[config.mk]
export PLATFORM = sky130hd
export DESIGN_NAME = serial_cmd_responder_flat
export DESIGN_NICKNAME = d
export VERILOG_FILES = /design/src/rtl/serial_cmd_responder_pkg.sv /design/src/rtl/serial_cmd_responder_if.sv /design/src/rtl/serial_cmd_responder_frame_builder.sv /design/src/rtl/serial_cmd_responder.sv /design/src/flat_wrapper.sv
export SDC_FILE = /design/constraint.sdc
export NUM_CORES = 1
export LEC_CHECK = 0
export ABC_AREA = 1
export CELL_PAD_IN_SITES_DETAIL_PLACEMENT = 1
export CELL_PAD_IN_SITES_GLOBAL_PLACEMENT = 2
export CORE_UTILIZATION = 27
export CTS_CLUSTER_DIAMETER = 200
export DETAILED_ROUTE_END_ITERATION = 12
export GPL_ROUTABILITY_DRIVEN = 0
export PLACE_DENSITY = 0.81
export RECOVER_POWER = 50
export SKIP_CTS_REPAIR_TIMING = 1
export SLEW_MARGIN = 20
export SYNTH_ARGS = -nofsm -noshare
export SYNTH_HDL_FRONTEND = slang
export SYNTH_SLANG_ARGS = --single-unit
[constraint.sdc]
create_clock -name CLK_50 -period 4 [get_ports CLK_50]
set_clock_uncertainty 0.15 [all_clocks]
set_input_delay 0.8 -clock CLK_50 [delete_from_list [all_inputs] [get_ports CLK_50]]
set_output_delay 0.8 -clock CLK_50 [all_outputs]
set_load 0.01 [all_outputs]
[src/rtl/serial_cmd_responder_pkg.sv]
// -----------------------------------------------------------------------------
// serial_pkg
// Shared definitions for the serial command responder:
//   state_t          - sequencer states (IDLE, ARM, WAIT_ACK, WAIT_DONE)
//   *_DEFAULT        - default header / reject / command-base byte values
//   nbytes()         - number of whole bytes needed to carry a sample
// -----------------------------------------------------------------------------
package serial_pkg;

  typedef enum logic [1:0] {
    IDLE      = 2'd0,
    ARM       = 2'd1,
    WAIT_ACK  = 2'd2,
    WAIT_DONE = 2'd3
  } state_t;

  localparam logic [7:0] HEADER_DEFAULT   = 8'h00;
  localparam logic [7:0] NAK_DEFAULT      = 8'h15;
  localparam logic [7:0] CMD_BASE_DEFAULT = 8'h78;

  // Bytes per sample, rounded up.
  function automatic int nbytes(input int width);
    return (width + 7) / 8;
  endfunction

endpackage

[src/rtl/serial_cmd_responder_if.sv]
// -----------------------------------------------------------------------------
// serial_cmd_responder_if
// UART-side handshake bundle between the responder and the receiver /
// transmitter pair.
//   rx_valid  - one-cycle pulse, rx_data holds a received byte
//   rx_data   - received byte
//   tx_busy   - transmitter is shifting a byte out
//   tx_start  - one-cycle transmit request
//   tx_data   - byte to transmit
// Modports: master = responder side, slave = UART side.
// -----------------------------------------------------------------------------
interface serial_cmd_responder_if;
  logic       rx_valid;
  logic [7:0] rx_data;
  logic       tx_busy;
  logic       tx_start;
  logic [7:0] tx_data;

  modport master (
    input  rx_valid,
    input  rx_data,
    input  tx_busy,
    output tx_start,
    output tx_data
  );

  modport slave (
    output rx_valid,
    output rx_data,
    output tx_busy,
    input  tx_start,
    input  tx_data
  );
endinterface

[src/rtl/serial_cmd_responder_frame_builder.sv]
// -----------------------------------------------------------------------------
// serial_frame_builder
// Channel mux, sample snapshot and response byte selection.
//   clk, rst_n   - clock, asynchronous active-low reset
//   sample_bus   - all channel samples, channel k at [k*DATA_W +: DATA_W]
//   load         - capture channel `ch` into the shadow register
//   ch           - channel to capture
//   nak          - current frame is a reject frame
//   idx          - frame byte index to present
//   byte_out     - frame byte at `idx`
// Optional: SERIAL_CMD_CHECKSUM_EN adds an XOR checksum byte after the payload.
// -----------------------------------------------------------------------------
module serial_frame_builder
  import serial_pkg::*;
#(
  parameter int         NUM_CH = 3,
  parameter int         DATA_W = 16,
  parameter logic [7:0] HEADER = HEADER_DEFAULT,
  parameter logic [7:0] NAK    = NAK_DEFAULT,
  parameter int         CH_W   = 2
) (
  input  logic                     clk,
  input  logic                     rst_n,
  input  logic [NUM_CH*DATA_W-1:0] sample_bus,
  input  logic                     load,
  input  logic [CH_W-1:0]          ch,
  input  logic                     nak,
  input  logic [2:0]               idx,
  output logic [7:0]               byte_out
);

  localparam int NB   = nbytes(DATA_W);
  localparam int SH_W = 8 * NB;

  logic [DATA_W-1:0] ch_word [NUM_CH];
  logic [DATA_W-1:0] sel_word;
  logic [SH_W-1:0]   shadow_reg;
  logic [7:0]        shadow_byte [NB];

  generate
    for (genvar gi = 0; gi < NUM_CH; gi++) begin : g_ch
      assign ch_word[gi] = sample_bus[gi*DATA_W +: DATA_W];
    end
    for (genvar gi = 0; gi < NB; gi++) begin : g_byte
      assign shadow_byte[gi] = shadow_reg[gi*8 +: 8];
    end
  endgenerate

  always_comb begin
    sel_word = '0;
    for (int i = 0; i < NUM_CH; i++) begin
      if (ch == CH_W'(i)) sel_word = ch_word[i];
    end
  end

  // Snapshot decouples the frame in flight from later sample changes.
  always_ff @(posedge clk or negedge rst_n) begin
    if (!rst_n)    shadow_reg <= '0;
    else if (load) shadow_reg <= SH_W'(sel_word);
  end

`ifdef SERIAL_CMD_CHECKSUM_EN
  logic [7:0] checksum;
  always_comb begin
    checksum = HEADER;
    for (int i = 0; i < NB; i++) checksum = checksum ^ shadow_byte[i];
  end
`endif

  // Frame layout: [0]=HEADER, [1..NB]=payload LSB first, [NB+1]=checksum.
  always_comb begin
    byte_out = HEADER;
    if (nak) begin
      byte_out = NAK;
    end else begin
      for (int i = 0; i < NB; i++) begin
        if (idx == 3'(i + 1)) byte_out = shadow_byte[i];
      end
`ifdef SERIAL_CMD_CHECKSUM_EN
      if (idx == 3'(NB + 1)) byte_out = checksum;
`endif
    end
  end

endmodule

[src/rtl/serial_cmd_responder.sv]
// -----------------------------------------------------------------------------
// serial_cmd_responder
// Decodes command bytes into channel indices and streams a framed, LSB-first
// response through a UART transmitter with a start/busy handshake.
//   CLK_50      - system clock, rising edge
//   RST_N       - asynchronous active-low reset
//   uart        - rx_valid/rx_data/tx_busy in, tx_start/tx_data out
//   sample_bus  - NUM_CH samples of DATA_W bits
//   ch_sel      - last valid channel selected
//   busy        - frame in progress
//   drop_cnt    - commands discarded while busy, saturating at 255
// Optional: SERIAL_CMD_CHECKSUM_EN appends an XOR checksum to ACK frames.
// -----------------------------------------------------------------------------
module serial_cmd_responder
  import serial_pkg::*;
#(
  parameter int         NUM_CH   = 3,
  parameter int         DATA_W   = 16,
  parameter logic [7:0] CMD_BASE = CMD_BASE_DEFAULT,
  parameter logic [7:0] HEADER   = HEADER_DEFAULT,
  parameter logic [7:0] NAK      = NAK_DEFAULT,
  localparam int        CH_W     = (NUM_CH > 1) ? $clog2(NUM_CH) : 1
) (
  input  logic                     CLK_50,
  input  logic                     RST_N,
  serial_cmd_responder_if.master   uart,
  input  logic [NUM_CH*DATA_W-1:0] sample_bus,
  output logic [CH_W-1:0]          ch_sel,
  output logic                     busy,
  output logic [7:0]               drop_cnt
);

  localparam int NB = nbytes(DATA_W);
`ifdef SERIAL_CMD_CHECKSUM_EN
  localparam int FRAME_LEN = NB + 2;
`else
  localparam int FRAME_LEN = NB + 1;
`endif
  localparam logic [2:0] LAST_IDX = 3'(FRAME_LEN - 1);

  state_t           state_reg, state_next;
  logic [2:0]       idx_reg, idx_next;
  logic             nak_reg, nak_next;
  logic [7:0]       tx_data_reg, tx_data_next;
  logic [CH_W-1:0]  ch_sel_reg, ch_sel_next;
  logic [7:0]       drop_cnt_reg, drop_cnt_next;
  logic             tx_start_c;
  logic             load;
  logic [7:0]       cmd_offset;
  logic             cmd_ok;
  logic [2:0]       next_idx;
  logic [7:0]       frame_byte;

  // Unsigned wrap makes bytes below CMD_BASE land far above NUM_CH.
  assign cmd_offset = uart.rx_data - CMD_BASE;
  assign cmd_ok     = (cmd_offset < 8'(NUM_CH));
  assign next_idx   = idx_reg + 3'd1;

  serial_frame_builder #(
    .NUM_CH (NUM_CH),
    .DATA_W (DATA_W),
    .HEADER (HEADER),
    .NAK    (NAK),
    .CH_W   (CH_W)
  ) u_builder (
    .clk        (CLK_50),
    .rst_n      (RST_N),
    .sample_bus (sample_bus),
    .load       (load),
    .ch         (cmd_offset[CH_W-1:0]),
    .nak        (nak_reg),
    .idx        (next_idx),
    .byte_out   (frame_byte)
  );

  always_ff @(posedge CLK_50 or negedge RST_N) begin
    if (!RST_N) begin
      state_reg    <= IDLE;
      idx_reg      <= '0;
      nak_reg      <= 1'b0;
      tx_data_reg  <= 8'h00;
      ch_sel_reg   <= '0;
      drop_cnt_reg <= 8'h00;
    end else begin
      state_reg    <= state_next;
      idx_reg      <= idx_next;
      nak_reg      <= nak_next;
      tx_data_reg  <= tx_data_next;
      ch_sel_reg   <= ch_sel_next;
      drop_cnt_reg <= drop_cnt_next;
    end
  end

  always_comb begin
    state_next    = state_reg;
    idx_next      = idx_reg;
    nak_next      = nak_reg;
    tx_data_next  = tx_data_reg;
    ch_sel_next   = ch_sel_reg;
    drop_cnt_next = drop_cnt_reg;
    tx_start_c    = 1'b0;
    load          = 1'b0;

    if (uart.rx_valid && (state_reg != IDLE) && (drop_cnt_reg != 8'hFF))
      drop_cnt_next = drop_cnt_reg + 8'd1;

    case (state_reg)
      IDLE: begin
        if (uart.rx_valid) begin
          idx_next   = '0;
          state_next = ARM;
          // The first byte never depends on the shadow, so it can be loaded
          // in the same edge that captures the snapshot.
          if (cmd_ok) begin
            nak_next     = 1'b0;
            ch_sel_next  = cmd_offset[CH_W-1:0];
            load         = 1'b1;
            tx_data_next = HEADER;
          end else begin
            nak_next     = 1'b1;
            tx_data_next = NAK;
          end
        end
      end
      ARM: begin
        if (!uart.tx_busy) begin
          tx_start_c = 1'b1;
          state_next = WAIT_ACK;
        end
      end
      WAIT_ACK: begin
        if (uart.tx_busy) state_next = WAIT_DONE;
      end
      WAIT_DONE: begin
        if (!uart.tx_busy) begin
          if (idx_reg != (nak_reg ? 3'd0 : LAST_IDX)) begin
            idx_next     = next_idx;
            tx_data_next = frame_byte;
            state_next   = ARM;
          end else begin
            idx_next   = '0;
            state_next = IDLE;
          end
        end
      end
      default: state_next = IDLE;
    endcase
  end

  assign uart.tx_start = tx_start_c;
  assign uart.tx_data  = tx_data_reg;
  assign ch_sel        = ch_sel_reg;
  assign busy          = (state_reg != IDLE);
  assign drop_cnt      = drop_cnt_reg;

endmodule
[src/flat_wrapper.sv]
// flat-port wrapper written by rule: the top's interface ports become plain ports
module serial_cmd_responder_flat import serial_pkg::*;
#(
  parameter int         NUM_CH   = 3,
  parameter int         DATA_W   = 16,
  parameter logic [7:0] CMD_BASE = CMD_BASE_DEFAULT,
  parameter logic [7:0] HEADER   = HEADER_DEFAULT,
  parameter logic [7:0] NAK      = NAK_DEFAULT,
  localparam int        CH_W     = (NUM_CH > 1) ? $clog2(NUM_CH) : 1
)
  (CLK_50, RST_N, sample_bus, ch_sel, busy, drop_cnt, uart_rx_valid, uart_rx_data, uart_tx_busy, uart_tx_start, uart_tx_data);
  serial_cmd_responder_if uart_i ();
  input  logic CLK_50;
  input  logic RST_N;
  input  logic [NUM_CH*DATA_W-1:0] sample_bus;
  output logic [CH_W-1:0] ch_sel;
  output logic busy;
  output logic [7:0] drop_cnt;
  input wire logic [$bits(uart_i.rx_valid)-1:0] uart_rx_valid;
  input wire logic [$bits(uart_i.rx_data)-1:0] uart_rx_data;
  input wire logic [$bits(uart_i.tx_busy)-1:0] uart_tx_busy;
  output wire logic [$bits(uart_i.tx_start)-1:0] uart_tx_start;
  output wire logic [$bits(uart_i.tx_data)-1:0] uart_tx_data;
  assign uart_i.rx_valid = uart_rx_valid;
  assign uart_i.rx_data = uart_rx_data;
  assign uart_i.tx_busy = uart_tx_busy;
  assign uart_tx_start = uart_i.tx_start;
  assign uart_tx_data = uart_i.tx_data;
  serial_cmd_responder #(.NUM_CH(NUM_CH), .DATA_W(DATA_W), .CMD_BASE(CMD_BASE), .HEADER(HEADER), .NAK(NAK)) u_core (.CLK_50(CLK_50), .RST_N(RST_N), .uart(uart_i), .sample_bus(sample_bus), .ch_sel(ch_sel), .busy(busy), .drop_cnt(drop_cnt));
endmodule
==> run_results.csv, run 1 <==
group,metric,value,unit
yosys,synth_area_leader_cell,"dfrtp_1",
clock_tree,cts_tree,"yes",
placement,portBuffers,79,
layout,area_delta_synth_final,38.0,%
critical_path,path_max_fanout,3,
critical_path,arrival,1910,ps
timing,finalSetupViolations,0,
routing,drt_first_pass_iters,4,
layout,final_cells,516,
timing,hold_violations,0,
timing,rsz0062_at_grt,"false",
critical_path,slowest_stage,"clkdlybuf4s50_1",
critical_path,slowest_delay,530,ps
die,io_pins,80,
critical_path,reg2reg_from,"u_core.state_reg[0]",
critical_path,worstSetupStartpointType,"input port",
critical_path,crit_type,"in2out",
layout,diodes,0,
routing,vias,2275,
status,failed_checks,"capacitance limit, slew limit",
yosys,syn_inst,330,
global_route,grt_max_degree,41,
clock_tree,htree_levels,2,
timing,maxSlewViolCount,41,
critical_path,worstSetupStartpoint,"uart_tx_busy",
die,initial_core_util,27.9,%
layout,drive_gt1_share,6.37,%
clock_tree,clk_pin_slew_worst_paths,70,ps
critical_path,crit_path_end,"uart_tx_start",
critical_path,r2r_end,"u_core.uart.tx_data[0]",
critical_path,end_kind,"output pin",
yosys,yosysWarnings,0,
timing,max_freq,350,MHz
power_and_ir_drop,cellPowerDensity,437,nW/um^2
timing,tns,0,ps
yosys,ys_top_cells_by_count,"143 x nand2_1, 40 x dfrtp_1, 26 x inv_1, 19 x nand3_1, 17 x o21ai_0",
critical_path,path_cells,"clkdlybuf4s50_1, nor2_1, clkdlybuf4s50_1",
timing,finalCriticalPeriod,2860,ps
clock_tree,cts.sinks,40,
critical_path,worstPathRequired,3050,ps
yosys,synth_seq_cells,40,
placement,dp_hpwl,4960,um
timing,fin_crit_sh,71.5,%
die,die_area,9450,um^2
global_route,grt-ovfl-total,0,
status,outcome,"complete, but fails checks",
routing,drc_errors,0,
timing,tightestPinTransition,2220,ps
yosys,syn_nets,399,
global_route,grt_antenna_before_repair,0,
clock_tree,cts_inserted_buffers,5,
yosys,ys.flop_type,"dfrtp_1",
layout,nNetsFinal,477,
placement,dp_cells,509,
global_route,first_global_vias,2380,
clock_tree,cts_root_buf,"clkbuf_8",
worst_hold_path,hp-class,"reg2reg",
yosys,synth-edff-count,0,
power_and_ir_drop,ir_worst_vdd,0.122,mV
die,rows,34,
timing,relSlewSlack,-47.9,%
yosys,yosysSeqAreaShare,40.9,%
die,fp.dieH,97.2,um
layout,fill_cells,1106,
die,die_w,97.2,um
routing,drt-total-wl,6130,um
yosys,syn_area,2450,um^2
global_route,grt_usage,14.1,%
yosys,yosys-top-cells-area,"dfrtp_1 41%, nand2_1 22%, ha_1 4.6%, inv_1 4.0%, nand3_1 3.9%",
routing,ant_nets,0,
yosys,synth-async-reset-ratio,100,%
flow_run,cap_violations,1,
clock_tree,clk_latency,290,ps
power_and_ir_drop,leakagePower,0.00157,uW
layout,largest_reg_flops,16,
critical_path,rrSetupSlack,1850,ps
yosys,ys_types,34,
routing,drtIter0Drc,46,
critical_path,crit_path_frequent_cell,"clkdlybuf4s50_1",
critical_path,reg2regPathDepth,10,
clock_tree,cts.path.max_buffers,2,
die,core_area,8760,um^2
yosys,synth.most_common_cell,"nand2_1",
yosys,synth_top_cell_area_share,40.9,%
yosys,avgSynthCellArea,7.42,um^2
routing,viasPerCell,4.41,
global_route,grt_pass1_wl,11100,um
routing,routedWlPerCell,11.9,um
## per-stage QoR
step	worst slack [ps]	hold slack, ps	instance area, um^2	power [uW]	util, %
floorplan	1890	303	2450	937	-
global placement	1130	305	3290	1190	37.5
detailed placement	1090	314	3290	1210	37.5
CTS	1110	334	3380	1510	38.6
global route	949	369	3380	1610	38.5
finish	1140	326	3380	1480	38.5
## per-layer routing
layer / vias to the layer above / GRT usage (%) / share of wire [%]
li1: 1200 / - / -
met5: - / 0 / 0
met2: 71 / 22.8 / 43
met1: 995 / 19.1 / 51
met4: 0 / 4.48 / 1.3
met3: 9 / 2.59 / 5.2
## how the worst min path moves through the flow
stage | startpoint | end | slack (ps) | depth (start not counted)
after floorplan | u_core.u_builder.shadow_reg[4] | u_core.u_builder.shadow_reg[4] | 300 | 2
after global placement | u_core.ch_sel[0] | u_core.ch_sel[0] | 300 | 2
final | u_core.ch_sel[0] | u_core.ch_sel[0] | 330 | 2
after detailed placement | u_core.uart.tx_data[5] | u_core.uart.tx_data[5] | 310 | 2
after global routing | u_core.ch_sel[0] | u_core.ch_sel[0] | 370 | 2
after CTS | u_core.ch_sel[0] | u_core.ch_sel[0] | 330 | 2
## report_power, final
group	total [uW]	internal (uW)	switching [uW]
Combinational	622	286	336
Sequential	561	487	73.5
Clock	293	154	139
## final cells by class
class,instances,area [um^2],area share [%]
Tap cell,108,135,4.00
Clock buffer,7,96.3,2.85
Multi-Input combinational cell,252,1250,36.9
Timing Repair Buffer,79,785,23.2
Inverter,30,113,3.33
Sequential cell,40,1000,29.6
## cells in the final DEF, fill, tap and decap left out, drive strengths merged
master,instances
dlygate4sd3,1
dfrtp,40
xnor2,3
and3,16
clkdlybuf4s50,77
a21oi,5
o21ai,28
nor3,1
xor2,3
nor2,15
or2,1
nand3b,1
o22ai,1
nand4,1
nand3,20
ha,9
inv,30
clkbuf,8
o21a,1
mux2i,1
nand2,146
## cell families after synthesis
family / synth area share, %
simple gates: 35.8
flops: 40.9
buf+inv: 7.87
xor+xnor: 2.15
compound gates: 8.23
mux: 0.409
fa+ha+maj: 4.60
## worst max-delay path: cells and delay by family
kind / cells / cell delay (ps)
buffers and inverters: 2 / 990
AND/OR/NAND/NOR: 1 / 120
No activity file was read; power rests on OpenSTA's default activity.
==> inputs of run 2 (changes only) <==
CORE_UTILIZATION = 25   (was 27)
PLACE_DENSITY = 0.76   (was 0.81)
clock period = 2.7 ns   (was 4 ns; I/O delays follow)
==> run 2 against run 1 <==
  * The run now ends clean
  * Largest power group unchanged
  * Die area grew 7.8%
  * Routed wire length grew 0.64%
  * Cell area grew 0.85%
  * Utilization shrank 2.2 points
  * Critical endpoint unchanged
  * Worst hold slack lost 68 ps
  * Non-clock buffer count grew 1
  * Clock power grew 28%
  * Sequential share of layout area shrank 0.25 points
  * Via count shrank 0.79%
  * Cell count grew 4.3%
  * Flip-flop and latch count is the same
==> run_results.csv, run 2 (synthesis results as in run 1) <==
group,metric,value,unit
status,outcome,"complete, no violations",
timing,maxSlewViolCount,0,
timing,max_freq,425,MHz
flow_run,cap_violations,0,
critical_path,crit_path_end,"uart_tx_start",
layout,final_cell_mix,"144 x nand2_1, 78 x clkdlybuf4s50_1, 40 x dfrtp_1, 26 x inv_1, 19 x nand3_1",
timing,tns,0,ps
clock_tree,clk_pin_slew_worst_paths,80,ps
clock_tree,cts_tree,"yes",
placement,pre_cts_slack,306,ps
timing,tightestPinTransition,1020,ps
power_and_ir_drop,p_int,1320,uW
power_and_ir_drop,clockPowerShare,17.6,%
critical_path,end_kind,"output pin",
critical_path,rrSetupSlack,520,ps
layout,largest_reg_flops,16,
routing,viasPerCell,4.20,
placement,portBuffers,79,
layout,nNetsFinal,478,
critical_path,worstPathRequired,2010,ps
global_route,grt_pass1_wl,10500,um
power_and_ir_drop,p_sw,805,uW
power_and_ir_drop,seqPwrFrac,39.0,%
timing,rsz0062_at_grt,"false",
timing,finalCriticalPeriod,2350,ps
worst_hold_path,hp-class,"in2async",
placement,dp_hpwl,5020,um
critical_path,path_max_fanout,3,
global_route,grt_max_degree,41,
global_route,first_global_vias,2298,
layout,final_common_cell,"nand2_1",
critical_path,reg2reg_from,"u_core.state_reg[0]",
clock_tree,cts.path.max_buffers,2,
routing,routedWlPerCell,11.5,um
layout,diodes,0,
layout,area_delta_synth_final,39.2,%
die,core_area,9370,um^2
critical_path,reg2regPathDepth,10,
timing,finalSetupViolations,0,
clock_tree,clk_latency,290,ps
power_and_ir_drop,cellPowerDensity,624,nW/um^2
routing,drt_first_pass_iters,4,
routing,drt-total-wl,6170,um
timing,relSlewSlack,31.9,%
routing,ant_nets,0,
global_route,grt-ovfl-total,0,
critical_path,crit_path_frequent_cell,"clkdlybuf4s50_1",
clock_tree,cts.sinks,40,
critical_path,arrival,1660,ps
layout,fill_cells,1198,
layout,post-route-util,36.3,%
power_and_ir_drop,ir_worst_vdd,0.212,mV
critical_path,crit_type,"in2out",
routing,drc_errors,0,
die,die_area,10200,um^2
clock_tree,cts_root_buf,"clkbuf_8",
power_and_ir_drop,sw_frac_of_total,37.9,%
power_and_ir_drop,leakagePower,0.00157,uW
critical_path,slowest_stage,"clkdlybuf4s50_1",
critical_path,worstSetupStartpointType,"input port",
timing,hold_slack,258,ps
layout,drive_gt1_share,6.60,%
die,io_pins,80,
critical_path,path_cells,"clkdlybuf4s50_1, nor2_1, clkdlybuf4s50_1",
die,rows,35,
clock_tree,cts_inserted_buffers,5,
timing,finalWorstSetupSlack,348,ps
die,die_w,101,um
die,fp.dieH,101,um
timing,fin_crit_sh,87.1,%
critical_path,r2r_end,"u_core.uart.tx_data[0]",
power_and_ir_drop,p_comb_share,43.4,%
routing,drtIter0Drc,26,
global_route,grt_antenna_before_repair,0,
timing,hold_violations,0,
global_route,grt_usage,13.0,%
critical_path,worstSetupStartpoint,"uart_tx_busy",
routing,vias,2257,
critical_path,slowest_delay,540,ps
clock_tree,htree_levels,2,
die,initial_core_util,26.1,%
==> run 2: power groups by stage <==
stage	Combinational, uW	Clock, uW	Sequential, uW
floorplan	542	0	846
global placement	936	0	844
detailed placement	949	0	844
CTS	954	399	833
global route	1070	423	851
finish	923	374	830
==> run 2: layout make-up <==
class                      count  area (um^2)  area share, %
inverter                      30          113           3.31
clock inverter                 1         5.00          0.147
multi-input combinational    252         1250           36.6
sequential                    40         1000           29.4
tap                          129          161           4.74
timing repair buffer          80          806           23.7
clock buffer                   6         72.6           2.13
==> run 2: worst max-delay path: cells and delay by family <==
family / cells / cell delay (ps)
buffers and inverters: 2 / 1000
and+or+nand+nor: 1 / 120
==> run 2: worst min path at each step <==
stage,end,slack (ps)
after floorplan,u_core.ch_sel[0],90
after global placement,u_core.uart.tx_data[5],310
after detailed placement,u_core.uart.tx_data[5],320
after CTS,u_core.u_builder.shadow_reg[12],270
after global routing,u_core.drop_cnt[2],350
final,u_core.idx_reg[2],260
==> run 2: through the flow <==
stage,cells,power (uW),instance area (um^2)
after floorplan,330,1390,2450
after global placement,531,1780,3330
after detailed placement,531,1790,3330
after CTS,538,2190,3410
after global routing,538,2340,3410
final,538,2130,3410
==> run 2: per-layer routing <==
layer  wire, um  GRT usage [%]
met1       3180           17.2
met5          0              0
met2       2580           21.4
met3        331           2.50
met4         73           3.68
==> variant, RTL diff (flow settings as in run 1) <==
Add a define of `SERIAL_CMD_CHECKSUM_EN`.
--- a/src/rtl/serial_cmd_responder_frame_builder.sv
+++ b/src/rtl/serial_cmd_responder_frame_builder.sv
@@ -12,2 +12,4 @@
 // -----------------------------------------------------------------------------
+`define SERIAL_CMD_CHECKSUM_EN
+
 module serial_frame_builder
Check against the original RTL: no difference found for any inputs over 10 cycles, from zero or initial values and one cycle with RST_N low; that may be too few to reach the edited logic, so the function may still have changed.
==> variant against run 1 <==
The run still ends with capacitance limit, slew limit left. Sequential cell count stayed put. Via count increased by 11%. Synthesized area rose by 5.0%. Critical path type unchanged. Design area up 4.8%. Total power is 2.9% higher. Synthesized cell count up 6.7%. Wire length is 14% higher. Non-clock buffer count increased by 1. Largest power group unchanged. Worst setup slack better by 0.0037 ns. Final cell count up 8.7%. Core utilization down 0.24 points.
==> variant: results <==
export IMPL_place_hpwl_um=5686
export IMPL_grt_pass1_wl_um=11980
export IMPL_ir_drop_mv=0.1311
export IMPL_synth_area_leaders="dfrtp_1 39%, nand2_1 16%, inv_1 6.7%, ha_1 4.9%, nand3_1 4.5%"
export IMPL_drive_gt1_share_pct=6.250
export IMPL_cp_slowest_cell="clkdlybuf4s50_1"
export IMPL_syn_nets=422
export IMPL_path_delay_family="buffers and inverters"
export IMPL_grt_pass1_vias=2582
export IMPL_grt_use_total_pct=14.85
export IMPL_seq_area_frac_synth_pct=38.97
export IMPL_tightest_slew_ns=2.224
export IMPL_leakage_uw=0.001683
export IMPL_antenna_found_initial=0
export IMPL_reg2reg_slack_ns=1.80
export IMPL_clkSlewWorstSetupHoldPaths_ns=0.08
export IMPL_synthDistinctLibCells=28
export IMPL_slowest_delay_ns=0.53
export IMPL_dominantRegCellSynth="dfrtp_1"
export IMPL_io_buffers=79
export IMPL_largest_register_ffs=16
export IMPL_drv_cap=1
export IMPL_synth_common_cells="110 x nand2_1, 46 x inv_1, 40 x dfrtp_1"
export IMPL_first_pass_iters=4
export IMPL_antenna_cells=0
export IMPL_outcome="finished with violations"
export IMPL_fill_cells=1163
export IMPL_clockRootBuffer="clkbuf_8"
export IMPL_arrival_ns=1.91
export IMPL_grt_max_degree=41
export IMPL_failed_checks="capacitance limit, slew limit"
export IMPL_clock_latency_ns=0.30
export IMPL_cts_made_buffers=5
export IMPL_synth_warnings=0
export IMPL_clockBufferDepth=2
export IMPL_setup_violations=0
export IMPL_critPathMaxFanout=3
export IMPL_via_per_inst=4.508
export IMPL_cts_max_level=2
export IMPL_hp_class="register to register"
export IMPL_async_flop_share_pct=100.0
export IMPL_nets=502
export IMPL_dieArea_um2=9908
export IMPL_slew_violations=41
export IMPL_wl_per_cell_um=12.50
export IMPL_drt_iter0_drc=47
==> variant: through the flow <==
step           setup slack, ns  instances  area (um^2)  hold WS, ns  power (uW)
2_1_floorplan            1.866        352         2569       0.3269       979.2
3_3_place_gp             1.121        554         3465       0.3121        1256
6_report                 1.143        561         3538       0.3363        1519
4_1_cts                  1.139        561         3542       0.3390        1545
3_5_place_dp             1.022        554         3465       0.3177        1277
5_1_grt                 0.9310        561         3538       0.3620        1650
==> variant: final cells by class <==
class / count / area share, %
clock buffer: 6 / 2.051
clock inverter: 1 / 0.1414
inverter: 49 / 5.198
multi-input combinational: 256 / 37.38
sequential: 40 / 28.29
tap: 129 / 4.562
timing repair buffer: 80 / 22.38
==> variant: cell families (layout without fill, tap and decap cells) <==
family,after synthesis,count (layout),synth area share (%)
and+or+nand+nor,176,176,28.35
AOI/OAI and AO/OA,59,59,14.56
buffers and inverters,56,136,9.449
DFF,40,40,38.97
adders and majority gates,10,10,4.871
xor gates and xnor gates,10,10,3.410
muxes,1,1,0.3897
==> variant: path summary, 6_finish.rpt <==
kind,startpoint,cells past startpoint,end
min reg2reg,u_core.uart.tx_data[6],2,u_core.uart.tx_data[6]
max in group asynchronous,RST_N,1,u_core.u_builder.shadow_reg[1]
max reg2reg,u_core.idx_reg[0],10,u_core.uart.tx_data[4]
min in group asynchronous,RST_N,1,u_core.state_reg[1]
min,u_core.uart.tx_data[6],2,u_core.uart.tx_data[6]
max,uart_tx_busy,3,uart_tx_start
==> variant: power by group <==
group	total (uW)	switching [uW]	internal [uW]
logic	651	351	300
clock network	264	145	119
registers	604	102	502
==> variant: layer usage <==
metal	vias to the layer above	wire length (um)	global-route usage [%]
met2	73	3299	25.64
met3	6	368	3.443
li1	1282	-	-
met1	1168	3295	19.19
met4	0	46	2.376
met5	-	0	0
==> variant: worst reg2reg max path, stage by stage, from the launching register on <==
cell and delay [ns]:
dfrtp_1 0.42, ha_1 0.23, inv_1 0.05, nand2_1 0.06, nand2_1 0.28, nand2_1 0.41
nor2_1 0.20, nor2_1 0.06, nand2_1 0.08, nand2_1 0.05, a21oi_1 0.14
